<file path="config.mk">
export PLATFORM = sky130hd
export DESIGN_NAME = bcd_conv_sched
export DESIGN_NICKNAME = d
export VERILOG_FILES = /design/src/rtl/bcd_pkg.sv /design/src/rtl/bcd_dd_step.sv /design/src/rtl/bcd_conv_sched.sv
export SDC_FILE = /design/constraint.sdc
export NUM_CORES = 1
export LEC_CHECK = 0
export ABC_CLOCK_PERIOD_IN_PS = 3700
export BUFFER_PORTS_ARGS = -buffer_cell sky130_fd_sc_hd__buf_4
export CORE_MARGIN = 2
export CORE_UTILIZATION = 55
export CTS_BUF_LIST = sky130_fd_sc_hd__clkbuf_4 sky130_fd_sc_hd__clkbuf_8
export DETAILED_ROUTE_END_ITERATION = 10
export GPL_ROUTABILITY_DRIVEN = 0
export HOLD_SLACK_MARGIN = 0.1
export PLACE_DENSITY = 0.82
export SLEW_MARGIN = 25
export SYNTH_ARGS = -nofsm -noshare
export SYNTH_HDL_FRONTEND = slang
export SYNTH_SLANG_ARGS = --single-unit
</file>
<file path="constraint.sdc">
create_clock -name clk -period 3.7 [get_ports clk]
set_input_delay 0.37 -clock clk [delete_from_list [all_inputs] [get_ports clk]]
set_output_delay 0.37 -clock clk [all_outputs]
set_load 0.01 [all_outputs]
</file>
<file path="src/rtl/bcd_pkg.sv">
// ============================================================================
// Module  : bcd_pkg
// Brief   : Shared widths and FSM encoding for the shared BCD conversion engine.
// Revision: 1.0
// ============================================================================
`default_nettype none

package bcd_pkg;

    localparam int NREQ_DEF = 4;
    localparam int BIN_W    = 8;
    localparam int BCD_W    = 10;
    localparam int SH_W     = BIN_W + BCD_W;
    localparam int ITER_W   = 3;

    typedef enum logic [1:0] {
        ST_IDLE  = 2'd0,
        ST_SHIFT = 2'd1,
        ST_DONE  = 2'd2
    } state_t;

endpackage

`default_nettype wire

</file>
<file path="src/rtl/bcd_dd_step.sv">
// ============================================================================
// Module  : bcd_dd_step
// Brief   : One double-dabble iteration: add-3 on ones/tens digits, then shift left.
// Revision: 1.0
// ============================================================================
`default_nettype none

module bcd_dd_step
    import bcd_pkg::*;
(
    input  logic [SH_W-1:0] sh_i,
    output logic [SH_W-1:0] sh_o
);

    logic [SH_W-1:0] adj;

    // Hundreds never exceeds 2 for an 8-bit operand, so it needs no correction.
    always_comb begin
        adj = sh_i;
        if (sh_i[11:8] >= 4'd5) begin
            adj[11:8] = sh_i[11:8] + 4'd3;
        end
        if (sh_i[15:12] >= 4'd5) begin
            adj[15:12] = sh_i[15:12] + 4'd3;
        end
        sh_o = {adj[SH_W-2:0], 1'b0};
    end

endmodule

`default_nettype wire

</file>
<file path="src/rtl/bcd_conv_sched.sv">
// ============================================================================
// Module  : bcd_conv_sched
// Brief   : Round-robin scheduler sharing one 8-bit BCD engine among NREQ requesters.
// Revision: 1.0
// ============================================================================
`default_nettype none

module bcd_conv_sched
    import bcd_pkg::*;
#(
    parameter int NREQ = NREQ_DEF
) (
    input  logic                    clk,
    input  logic                    rst_n,
    input  logic                    freeze,
    input  logic [NREQ-1:0]         req_i,
    input  logic [BIN_W*NREQ-1:0]   bin_i,
    output logic [NREQ-1:0]         ack_o,
    output logic [BCD_W*NREQ-1:0]   bcd_o,
    output logic                    busy_o
);

    localparam int PTR_W = (NREQ > 1) ? $clog2(NREQ) : 1;

    state_t                         state_q, state_d;
    logic [SH_W-1:0]                shift_q, shift_d;
    logic [ITER_W-1:0]              iter_q,  iter_d;
    logic [PTR_W-1:0]               win_q,   win_d;
    logic [PTR_W-1:0]               rr_q,    rr_d;
    logic [NREQ-1:0][BCD_W-1:0]     bcd_q,   bcd_d;
    logic [NREQ-1:0]                ack_q,   ack_d;
    logic                           busy_q,  busy_d;

    logic [NREQ-1:0][BIN_W-1:0]     bin_v;
    logic [SH_W-1:0]                step_out;
    logic [PTR_W-1:0]               grant;
    logic                           found;

    assign bin_v  = bin_i;
    assign ack_o  = ack_q;
    assign bcd_o  = bcd_q;
    assign busy_o = busy_q;

    bcd_dd_step u_step (
        .sh_i (shift_q),
        .sh_o (step_out)
    );

    // Scan starts one past the last winner so every held request is served in turn.
    always_comb begin
        logic [PTR_W-1:0] cand;
        found = 1'b0;
        grant = rr_q;
        cand  = rr_q;
        for (int i = 0; i < NREQ; i++) begin
            cand = (cand == PTR_W'(NREQ - 1)) ? '0 : cand + PTR_W'(1);
            if (!found && req_i[cand]) begin
                found = 1'b1;
                grant = cand;
            end
        end
    end

    always_comb begin
        state_d = state_q;
        shift_d = shift_q;
        iter_d  = iter_q;
        win_d   = win_q;
        rr_d    = rr_q;
        bcd_d   = bcd_q;
        ack_d   = '0;
        case (state_q)
            ST_IDLE: begin
                if (found && !freeze) begin
                    shift_d = {{(SH_W - BIN_W){1'b0}}, bin_v[grant]};
                    win_d   = grant;
                    iter_d  = '0;
                    state_d = ST_SHIFT;
                end
            end
            ST_SHIFT: begin
                shift_d = step_out;
                iter_d  = iter_q + ITER_W'(1);
                if (iter_q == ITER_W'(7)) begin
                    state_d = ST_DONE;
                end
            end
            ST_DONE: begin
                bcd_d[win_q] = shift_q[SH_W-1:BIN_W];
                ack_d[win_q] = 1'b1;
                rr_d         = win_q;
                state_d      = ST_IDLE;
            end
            default: begin
                state_d = ST_IDLE;
            end
        endcase
        busy_d = (state_d != ST_IDLE);
    end

    always_ff @(posedge clk or negedge rst_n) begin
        if (!rst_n) begin
            state_q <= ST_IDLE;
            shift_q <= '0;
            iter_q  <= '0;
            win_q   <= '0;
            rr_q    <= PTR_W'(NREQ - 1);
            bcd_q   <= '0;
            ack_q   <= '0;
            busy_q  <= 1'b0;
        end else begin
            state_q <= state_d;
            shift_q <= shift_d;
            iter_q  <= iter_d;
            win_q   <= win_d;
            rr_q    <= rr_d;
            bcd_q   <= bcd_d;
            ack_q   <= ack_d;
            busy_q  <= busy_d;
        end
    end

endmodule

`default_nettype wire

</file>
==> run_results.csv <==
group,metric,value,unit
cts,clkTransAtPathRegs,0.08,ns
synth,synth_area_per_cell,11.67,um2
global_routing,antenna_found_initial,0,
worst_setup_path,cp_cell_sequence,"ha_1, xnor2_1, mux2i_1, a21oi_2, a21oi_4, mux2i_1, o221ai_1",
synth,synth_cell_types,51,
timing,finalSetupViolCount,0,
drt,drtPass1Iterations,4,
worst_setup_path,critical_path.top_delay_family,"compound AO/OA/AOI/OAI gates",
synth,synth_area_leaders,"dfrtp_1 (50%), mux2_2 (12%), mux2i_1 (5.1%), nand2_1 (3.0%), ha_1 (2.5%)",
drt,drc,0,
timing,setup_ws,0.5654,ns
floorplanning,core,6241,um2
cells_and_area,utilization,69.49,%
timing,finalHoldViolCount,0,
cts,insertion_delay,0.35,ns
global_routing,grt_pass1_vias,2586,
floorplanning,initial_core_util,56.11,%
cells_and_area,fillers,477,
cts,htreeDepth,3,
worst_setup_path,cpPeakStageDelay,0.75,ns
timing,drv_slew,0,
pwr,p_per_area,708.7,nW/um2
pwr,leakagePower,2.161,nW
timing,finalCritPeriodShare,84.72,%
global_routing,grt-ovfl-total,0,
placed_design,numPortBuffers,83,
timing,finClkSkew,0.007857,ns
timing,fmax,0.3190,GHz
worst_setup_path,slowest_stage,"dfstp_2",
worst_setup_path,cp_num_buf_inv,0,
synth,synthesis.nets,346,
worst_setup_path,cp_common_cell,"mux2i_1",
worst_setup_path,timing.rr.end,"shift_q[1]$_DFFE_PN0P_",
worst_setup_path,start_kind,"flop",
worst_setup_path,ff2ff_path_depth,7,
global_routing,grt_pass1_wl,12.53,mm
global_routing,grt_use_total,22.45,%
run_status,outcome,"complete, no violations",
timing,slew_headroom,28.34,%
timing,grt_setup_unrepaired,"false",
placed_design,place_ws,0.5750,ns
cts,cts_setup_buffers,0,
cts,cts_buffer_depth,2,
drt,viasPerCell,5.692,
drt,drt-met1-wl,3.186,mm
synth,synth_common_cells,"dfrtp_1 (70), mux2_2 (36), nand2_1 (28)",
cells_and_area,drive_gt1_share,38.85,%
synth,syn-instance-count,300,
drt,met3_length,377,um
drt,top_layer_used,"met4",
cells_and_area,syn_to_final_growth,23.83,%
drt,met2_length,3.714,mm
cells_and_area,n_antenna_cell,0,
cells_and_area,finalNetCount,423,
synth,synthArstFlopShare,100.0,%
drt,drt_iter0_markers,106,
synth,yosysMostFrequentCell,"dfrtp_1",
floorplanning,dieArea,7022,um2
synth,synthFlopType,"dfrtp_1",
synth,synth_seq_cells,72,
worst_setup_path,worstPathArrival,3.34,ns
pwr,peakVddDrop,402.0,uV
cts,cts_sinks,72,
worst_setup_path,cp.required,3.91,ns
drt,wl_per_cell,16.24,um
synth,synth-edff-count,0,
floorplanning,ios,84,
cells_and_area,seq_area,1804,um2
timing,tns,0,ns
cts,cts_resized,0,
global_routing,grt_max_degree,73,
floorplanning,die_h,83.80,um
synth,synth_top_area_share,50.02,%
timing,finalCriticalPeriod,3.135,ns
drt,drtAntennaViolNets,0,
flow_run,maxCapViolCount,0,
synth,yosys.area.top_type,"dfrtp_1",
worst_setup_path,worstReg2RegStart,"rr_q[0]$_DFFE_PN1P_",
cts,cts_tree,"yes",
worst_setup_path,critPathMaxFanout,20,
worst_setup_path,critPathCaptureType,"flop",
synth,synth_warnings,0,
drt,wl,7.436,mm
floorplanning,die_w,83.80,um
cells_and_area,multiInputGateArea,1559,um2
timing,worst_pin_slew,1.069,ns
worst_setup_path,critical_path_class,"flop to flop",
cts,cts-root-buf,"clkbuf_8",
cts,hold_buffers,0,
floorplanning,num_rows,29,
worst_hold_path,min_path_type,"input port to asynchronous set/reset pin",
synth,synth_area,3502,um2
worst_setup_path,r2r_setup_slack,0.57,ns
drt,via_count,2607,
placed_design,hpwl,5.156,mm
cts,cts_buffers,9,
synth,yosysSeqAreaShare,51.52,%
-- report_power, final --
| part | switching [mW] | internal, mW |
|---|---|---|
| logic | 0.619 | 0.598 |
| clock network | 0.283 | 0.373 |
| registers | 0.211 | 0.989 |
| total | 1.11 | 1.96 |
-- per-stage QoR --
| step | hold WS (ns) | power [mW] | std cells | area [um2] |
|---|---|---|---|---|
| after global placement | 0.4670 | 2.373 | 443 | 4128 |
| final | 0.1257 | 3.074 | 458 | 4337 |
| after detailed placement | 0.4837 | 2.425 | 443 | 4128 |
| after floorplan | 0.07441 | 2.120 | 300 | 3502 |
| after CTS | 0.1659 | 3.087 | 458 | 4337 |
| after global routing | 0.2153 | 3.280 | 458 | 4337 |
-- placed cells by master (no fill, tap or decap), types with 2 or more instances in the layout --
| cell type | n |
|---|---|
| a22oi_1 | 7 |
| o211ai_1 | 2 |
| o22ai_1 | 5 |
| nor2_1 | 14 |
| clkinv_2 | 2 |
| bufinv_16 | 2 |
| nand2b_1 | 6 |
| a21oi_1 | 7 |
| o21ai_0 | 13 |
| nand2_1 | 28 |
| xnor2_1 | 3 |
| inv_1 | 8 |
| o221ai_1 | 8 |
| ha_1 | 7 |
| a21oi_2 | 2 |
| a31oi_1 | 3 |
| and2_1 | 2 |
| mux2_2 | 36 |
| dfrtp_1 | 70 |
| a22o_1 | 4 |
| nor2b_1 | 4 |
| clkbuf_8 | 9 |
| clkinvlp_4 | 2 |
| buf_4 | 85 |
| mux2i_1 | 18 |
| nor3_1 | 4 |
| nand3_1 | 3 |
| o31ai_1 | 2 |
| dfstp_2 | 2 |
-- how the worst max path moves through the flow --
stage	from	endpoint	slack, ns	depth (start not counted)
2_1_floorplan	rr_q[1]$_DFFE_PN1P_	shift_q[4]$_DFFE_PN0P_	1.23	10
3_3_place_gp	rr_q[0]$_DFFE_PN1P_	shift_q[0]$_DFFE_PN0P_	0.75	7
3_5_place_dp	rr_q[0]$_DFFE_PN1P_	shift_q[1]$_DFFE_PN0P_	0.58	7
4_1_cts	rr_q[0]$_DFFE_PN1P_	shift_q[1]$_DFFE_PN0P_	0.56	7
5_1_grt	rr_q[0]$_DFFE_PN1P_	shift_q[1]$_DFFE_PN0P_	0.32	7
6_report	rr_q[0]$_DFFE_PN1P_	shift_q[1]$_DFFE_PN0P_	0.57	7
-- area by class of cell --
type                    count  area share [%]
flip-flops and latches     72           41.60
multi-input cells         201           35.95
repair buffers             85           14.71
clock buffers               9           2.856
well taps                  77           2.222
clock inverters             6           1.962
inverters                   8          0.6924
-- kinds of logic after synthesis --
logic type	after synthesis	synth area share, %
AOI/OAI and AO/OA	65	13.47
and+or+nand+nor	68	9.146
buffers and inverters	27	4.108
xor gates and xnor gates	3	0.7504
DFF	72	51.52
muxes	58	18.51
adders and majority gates	7	2.501
-- metal layers --
layer / global-route usage, % / vias to the layer above
met5: 0 / -
met2: 36.51 / 79
met4: 8.651 / 0
met1: 29.13 / 1276
met3: 5.638 / 14
li1: - / 1238
-- flip-flops by register name, summed over array words and instances (netlist names) --
| signal | cells |
|---|---|
| bcd_o | 40 |
| shift_q | 18 |
| ack_o | 4 |
| iter_q | 3 |
| rr_q | 2 |
| state_q | 2 |
| win_q | 2 |
| busy_o | 1 |
No activity file was read; power rests on OpenSTA's default activity.
